`src/rtl/arith_pkg.sv`:
```
// Shared arithmetic definitions for the prefix adder/subtractor family:
// generate/propagate pair type, prefix combine operator and default sizing.
package arith_pkg;

    localparam int WIDTH_DEFAULT = 6;
    localparam int PREFIX_LEVELS = $clog2(WIDTH_DEFAULT);

    typedef struct packed {
        logic g;
        logic p;
    } gp_t;

    function automatic gp_t gp_combine(input gp_t hi, input gp_t lo);
        gp_t r;
        r.g = hi.g | (hi.p & lo.g);
        r.p = hi.p & lo.p;
        return r;
    endfunction

endpackage

```
`src/rtl/prefix_net.sv`:
```
// Combinational Kogge-Stone carry network: carries c[0..WIDTH] from per-bit
// generate/propagate and a carry-in. Shared with the prefix adder.
module prefix_net
    import arith_pkg::*;
#(
    parameter int WIDTH = WIDTH_DEFAULT
) (
    input  logic [WIDTH-1:0] g_i,
    input  logic [WIDTH-1:0] p_i,
    input  logic             cin_i,
    output logic [WIDTH:0]   c_o
);

    localparam int LEVELS = $clog2(WIDTH);

    gp_t lvl [LEVELS+1][WIDTH];

    // Level l combines each bit with the span ending 2^l positions below it.
    always_comb begin
        for (int i = 0; i < WIDTH; i++) begin
            lvl[0][i].g = g_i[i];
            lvl[0][i].p = p_i[i];
        end
        for (int l = 0; l < LEVELS; l++) begin
            for (int i = 0; i < WIDTH; i++) begin
                if (i >= (1 << l)) begin
                    lvl[l+1][i] = gp_combine(lvl[l][i], lvl[l][i-(1<<l)]);
                end else begin
                    lvl[l+1][i] = lvl[l][i];
                end
            end
        end
        c_o[0] = cin_i;
        for (int i = 0; i < WIDTH; i++) begin
            c_o[i+1] = lvl[LEVELS][i].g | (lvl[LEVELS][i].p & cin_i);
        end
    end

endmodule

```
`src/rtl/sub_pipe6.sv`:
```
// Two-stage pipelined prefix subtractor D = X - Y (as X + ~Y + 1) with
// valid/ready handshakes on both sides, unsigned borrow and signed overflow.
module sub_pipe6
    import arith_pkg::*;
#(
    parameter int WIDTH = WIDTH_DEFAULT
) (
    input  logic             clk,
    input  logic             rst_n,
    input  logic             in_valid,
    output logic             in_ready,
    input  logic [WIDTH-1:0] X,
    input  logic [WIDTH-1:0] Y,
    output logic             out_valid,
    input  logic             out_ready,
    output logic [WIDTH-1:0] D,
    output logic             bout,
    output logic             ovf
);

    logic             s1_valid_q, s1_valid_d;
    logic [WIDTH-1:0] g_q, g_d, p_q, p_d, h_q, h_d;
    logic             xs_q, xs_d, ys_q, ys_d;
    logic             s2_valid_q, s2_valid_d;
    logic [WIDTH-1:0] d_q, d_d;
    logic             bout_q, bout_d, ovf_q, ovf_d;
    logic [WIDTH:0]   c;
    logic             s1_adv, s2_adv, in_xfer;

    assign s2_adv  = ~s2_valid_q | out_ready;
    assign s1_adv  = ~s1_valid_q | s2_adv;
    assign in_ready = s1_adv;
    assign in_xfer  = in_valid & s1_adv;

    prefix_net #(.WIDTH(WIDTH)) u_prefix (
        .g_i   (g_q),
        .p_i   (p_q),
        .cin_i (1'b1),
        .c_o   (c)
    );

    // Stage 1 captures g/p/h of X + ~Y; stage 2 resolves carries into D.
    always_comb begin
        s1_valid_d = s1_valid_q;
        g_d        = g_q;
        p_d        = p_q;
        h_d        = h_q;
        xs_d       = xs_q;
        ys_d       = ys_q;
        s2_valid_d = s2_valid_q;
        d_d        = d_q;
        bout_d     = bout_q;
        ovf_d      = ovf_q;
        if (s1_adv) begin
            s1_valid_d = in_xfer;
            if (in_xfer) begin
                g_d  = X & ~Y;
                p_d  = X | ~Y;
                h_d  = X ^ ~Y;
                xs_d = X[WIDTH-1];
                ys_d = Y[WIDTH-1];
            end
        end
        if (s2_adv) begin
            s2_valid_d = s1_valid_q;
            if (s1_valid_q) begin
                d_d    = h_q ^ c[WIDTH-1:0];
                bout_d = ~c[WIDTH];
                ovf_d  = (xs_q != ys_q) && (d_d[WIDTH-1] != xs_q);
            end
        end
    end

    always_ff @(posedge clk or negedge rst_n) begin
        if (!rst_n) begin
            s1_valid_q <= 1'b0;
            g_q        <= '0;
            p_q        <= '0;
            h_q        <= '0;
            xs_q       <= 1'b0;
            ys_q       <= 1'b0;
            s2_valid_q <= 1'b0;
            d_q        <= '0;
            bout_q     <= 1'b0;
            ovf_q      <= 1'b0;
        end else begin
            s1_valid_q <= s1_valid_d;
            g_q        <= g_d;
            p_q        <= p_d;
            h_q        <= h_d;
            xs_q       <= xs_d;
            ys_q       <= ys_d;
            s2_valid_q <= s2_valid_d;
            d_q        <= d_d;
            bout_q     <= bout_d;
            ovf_q      <= ovf_d;
        end
    end

    assign out_valid = s2_valid_q;
    assign D         = d_q;
    assign bout      = bout_q;
    assign ovf       = ovf_q;

endmodule

```
`config.mk`:
```
export PLATFORM = sky130hd
export DESIGN_NAME = sub_pipe6
export DESIGN_NICKNAME = d
export VERILOG_FILES = /design/src/rtl/arith_pkg.sv /design/src/rtl/prefix_net.sv /design/src/rtl/sub_pipe6.sv
export SDC_FILE = /design/constraint.sdc
export NUM_CORES = 1
export LEC_CHECK = 0
export ABC_AREA = 1
export BUFFER_PORTS_ARGS = -buffer_cell sky130_fd_sc_hd__buf_2
export CAP_MARGIN = 20
export CORE_ASPECT_RATIO = 1.4
export CORE_MARGIN = 3
export CORE_UTILIZATION = 40
export CTS_BUF_LIST = sky130_fd_sc_hd__clkbuf_16
export CTS_CLUSTER_SIZE = 28
export DETAILED_ROUTE_END_ITERATION = 8
export PLACE_DENSITY = 0.69
export SLEW_MARGIN = 25
export SYNTH_ARGS = -nofsm -noshare
export SYNTH_HDL_FRONTEND = slang
export SYNTH_SLANG_ARGS = --single-unit
```
`constraint.sdc`:
```
create_clock -name clk -period 2.5 [get_ports clk]
set_clock_uncertainty 0.1 [all_clocks]
set_input_delay 0.5 -clock clk [delete_from_list [all_inputs] [get_ports clk]]
set_output_delay 0.5 -clock clk [all_outputs]
set_load 0.01 [all_outputs]
```
==> results.sh <==
export IMPL_final_common_cell="nand2_1"
export IMPL_yosysSeqAreaShare_pct=49.2
export IMPL_syn2layout_area_growth_pct=17.5
export IMPL_synth_area_leaders="dfrtp_1 49%, ha_1 9.8%, nand2_1 7.6%, inv_1 6.6%, o21ai_0 3.9%"
export IMPL_yosysTopAreaCell="dfrtp_1"
export IMPL_max_slew_worst_pin_slew_ns=0.649
export IMPL_synth_mux_area_share_pct=2.21
export IMPL_use_met2_pct=19.2
export IMPL_synth_cell_types=22
export IMPL_die_h_um=79.1
export IMPL_synth_top_family_by_area="simple AND/OR/NAND/NOR gates"
export IMPL_layout_setup_ws_ns=0.987
export IMPL_setup_tns_ns=0
export IMPL_grt_usage_pct=12.2
export IMPL_ys_ff_latch=30
export IMPL_drive_above_1_share_pct=23.5
export IMPL_antenna_found_initial=0
export IMPL_syn_inst=167
export IMPL_period_share_pct=60.5
export IMPL_clock_sinks=30
export IMPL_drv_slew=0
export IMPL_grt_busiest_layer="met2"
export IMPL_die_area_um2=4600
export IMPL_cp_endpoint="in_ready"
export IMPL_multiInputGateArea_um2=619
export IMPL_relSlewSlack_pct=56.7
export IMPL_ant_nets=0
export IMPL_synth_xor_area_share_pct=1.72
export IMPL_r2r_setup_slack_ns=1.08
export IMPL_numPortBuffers=25
export IMPL_final_cell_mix="31 x nand2_1, 30 x dfrtp_1, 28 x inv_1"
export IMPL_p_comb_share_pct=23.1
export IMPL_postCtsSetupBuffers=0
export IMPL_io_pins=26
export IMPL_clk_pin_slew_ns=0.05
export IMPL_holdBufCountCts=0
export IMPL_via_count=1104
export IMPL_power_share_switching_pct=29.5
export IMPL_rows=25
export IMPL_final_instance_count_excl_fill=236
export IMPL_detail_route_wl_per_cell_um=10.5
export IMPL_p_per_area_nw_per_um2=877
export IMPL_final_nets=223
export IMPL_netSwitchingPower_w=0.000463
export IMPL_use_met3_pct=4.88
export IMPL_dp_cells=228
export IMPL_fillers=346
export IMPL_cts_max_level=2
export IMPL_finalWirelength_um=2470
export IMPL_p_leak_nw=0.995
export IMPL_required_ns=1.90
export IMPL_place_area_um2=1650
export IMPL_worstReg2RegStart="out_valid$_DFFE_PN0P_"
export IMPL_grt_pass1_wl_um=4170
export IMPL_hp_class="primary input to asynchronous set/reset pin"
export IMPL_grt_pass1_vias=995
export IMPL_worst_setup_path_end_kind="output pin"
export IMPL_grt_util_met1_pct=13.9
export IMPL_start_util_pct=43.5
export IMPL_cts_resized=0
export IMPL_clock_latency_ns=0.27
export IMPL_seq_power_share_pct=42.2
export IMPL_drt_iter0_drc=21
export IMPL_crit_type="flip-flop to output pin"
export IMPL_drc=0
export IMPL_diodes=0
export IMPL_cp_startpoint="out_valid$_DFFE_PN0P_"
export IMPL_rsz0062_at_grt="false"
export IMPL_dpl_worst_slack_ns=0.823
export IMPL_design_area_um2=1790
export IMPL_ys_warn_count=0
export IMPL_die_w_um=58.2
export IMPL_gp_congestion=0.679
export IMPL_syn_nets=195
export IMPL_hold_viol=0
export IMPL_p_int_w=0.00111
export IMPL_dpl_hpwl_um=1890
export IMPL_cp_data_arrival_time_ns=0.91
export IMPL_synthDominantCellAreaShare_pct=49.2
export IMPL_cp_max_fo=3
export IMPL_clockBufferDepth=2
export IMPL_cap_violations=0
export IMPL_cts_buffers=5
export IMPL_r2r_cells=5
export IMPL_clkPwrFrac_pct=34.8
export IMPL_period_needed_ns=1.51
export IMPL_vdd_drop_max_mv=0.507
export IMPL_status="finished clean"
export IMPL_seq_area_um2=751
export IMPL_vias_per_cell=4.68
export IMPL_finalSetupViolations=0
export IMPL_synthSimpleGateAreaFrac_pct=18.4
export IMPL_clock_fmax_mhz=661
export IMPL_avgSynthCellArea_um2=9.13
export IMPL_cts_root_buf="clkbuf_16"
export IMPL_r2r_end="h_q[3]$_DFFE_PN0P_"
export IMPL_dr_pass1_iters=4
export IMPL_netlist_area_um2=1530
export IMPL_start_kind="flip-flop"
export IMPL_synth_compound_area_share_pct=8.45
export IMPL_grt_max_degree=31
export IMPL_cts_tree="done"
export IMPL_gr_total_overflow=0
export IMPL_synth_adder_area_share_pct=9.84
export IMPL_design_core_area_um2=3500
## kinds of logic (layout without fill, tap and decap cells)
family | after synthesis | count (layout)
AO/OA/AOI/OAI | 25 | 25
flip-flops | 30 | 30
buffers and inverters | 32 | 61
adder cells (fa/ha/maj) | 12 | 12
AND/OR/NAND/NOR | 62 | 62
multiplexers | 3 | 3
XOR/XNOR | 3 | 3
## worst min path at each step
stage,from,cells after the start,to,slack (ns)
final,rst_n,1,h_q[0]$_DFFE_PN0P_,0.15
after global routing,rst_n,1,ovf$_DFFE_PN0P_,0.21
after CTS,rst_n,1,p_q[5]$_DFFE_PN0P_,0.18
after detailed placement,D[2]$_DFFE_PN0P_,2,D[2]$_DFFE_PN0P_,0.37
after global placement,bout$_DFFE_PN0P_,2,bout$_DFFE_PN0P_,0.36
after floorplan,rst_n,0,D[0]$_DFFE_PN0P_,0.10
## cell usage after synthesis
cell type  count
a21oi_1        9
or2_2          1
nand2_1       31
nand3_1        9
nor2_1        10
ha_1          12
o21ai_0       12
nand3_2        2
a31oi_1        1
xnor2_1        1
a21o_1         1
buf_8          1
nand2_2        7
nor2_2         1
buf_2          1
mux2_2         3
buf_6          3
nor3_1         1
dfrtp_1       30
o21ai_1        2
inv_1         27
xor2_1         2
## metal layers
| layer | wire, µm | up-vias |
|---|---|---|
| met5 | 0 | - |
| met4 | 58 | 0 |
| met3 | 161 | 5 |
| met2 | 1180 | 19 |
| met1 | 1060 | 501 |
| li1 | - | 579 |
## critical path, cell delays in order (launching register included)
cell and delay [ns]:
dfrtp_1 0.38, nand3_2 0.11, buf_2 0.15
## power groups by stage
| stage | Combinational (W) | Sequential (W) | Clock (W) |
|---|---|---|---|
| final | 0.000363 | 0.000663 | 0.000547 |
| after global routing | 0.000419 | 0.000680 | 0.000583 |
| after CTS | 0.000371 | 0.000665 | 0.000562 |
| after detailed placement | 0.000369 | 0.000672 | 0 |
| after global placement | 0.000360 | 0.000669 | 0 |
| after floorplan | 0.000232 | 0.000690 | 0 |
## per-stage QoR
stage	hold slack (ns)	total power [W]	util (%)
after CTS	0.177	0.00160	51.1
after floorplan	0.104	0.000922	-
after global placement	0.363	0.00103	47.2
after detailed placement	0.370	0.00104	47.2
after global routing	0.206	0.00168	51.1
final	0.155	0.00157	51.1
## sequential cells by signal, indices dropped and copies added, names as in the netlist
name and flops:
s1_valid_q 1, bout 1, g_q 6, xs_q 1
p_q 6, h_q 6, ys_q 1, D 6
ovf 1, out_valid 1
## area by class of cell
type / instances / area share, %
multi-input combinational: 105 / 34.6
timing repair buffer: 26 / 7.40
inverter: 27 / 5.66
sequential: 30 / 41.9
clock buffer: 5 / 6.98
clock inverter: 3 / 0.698
tap: 40 / 2.79
No activity file was read; power rests on OpenSTA's default activity.
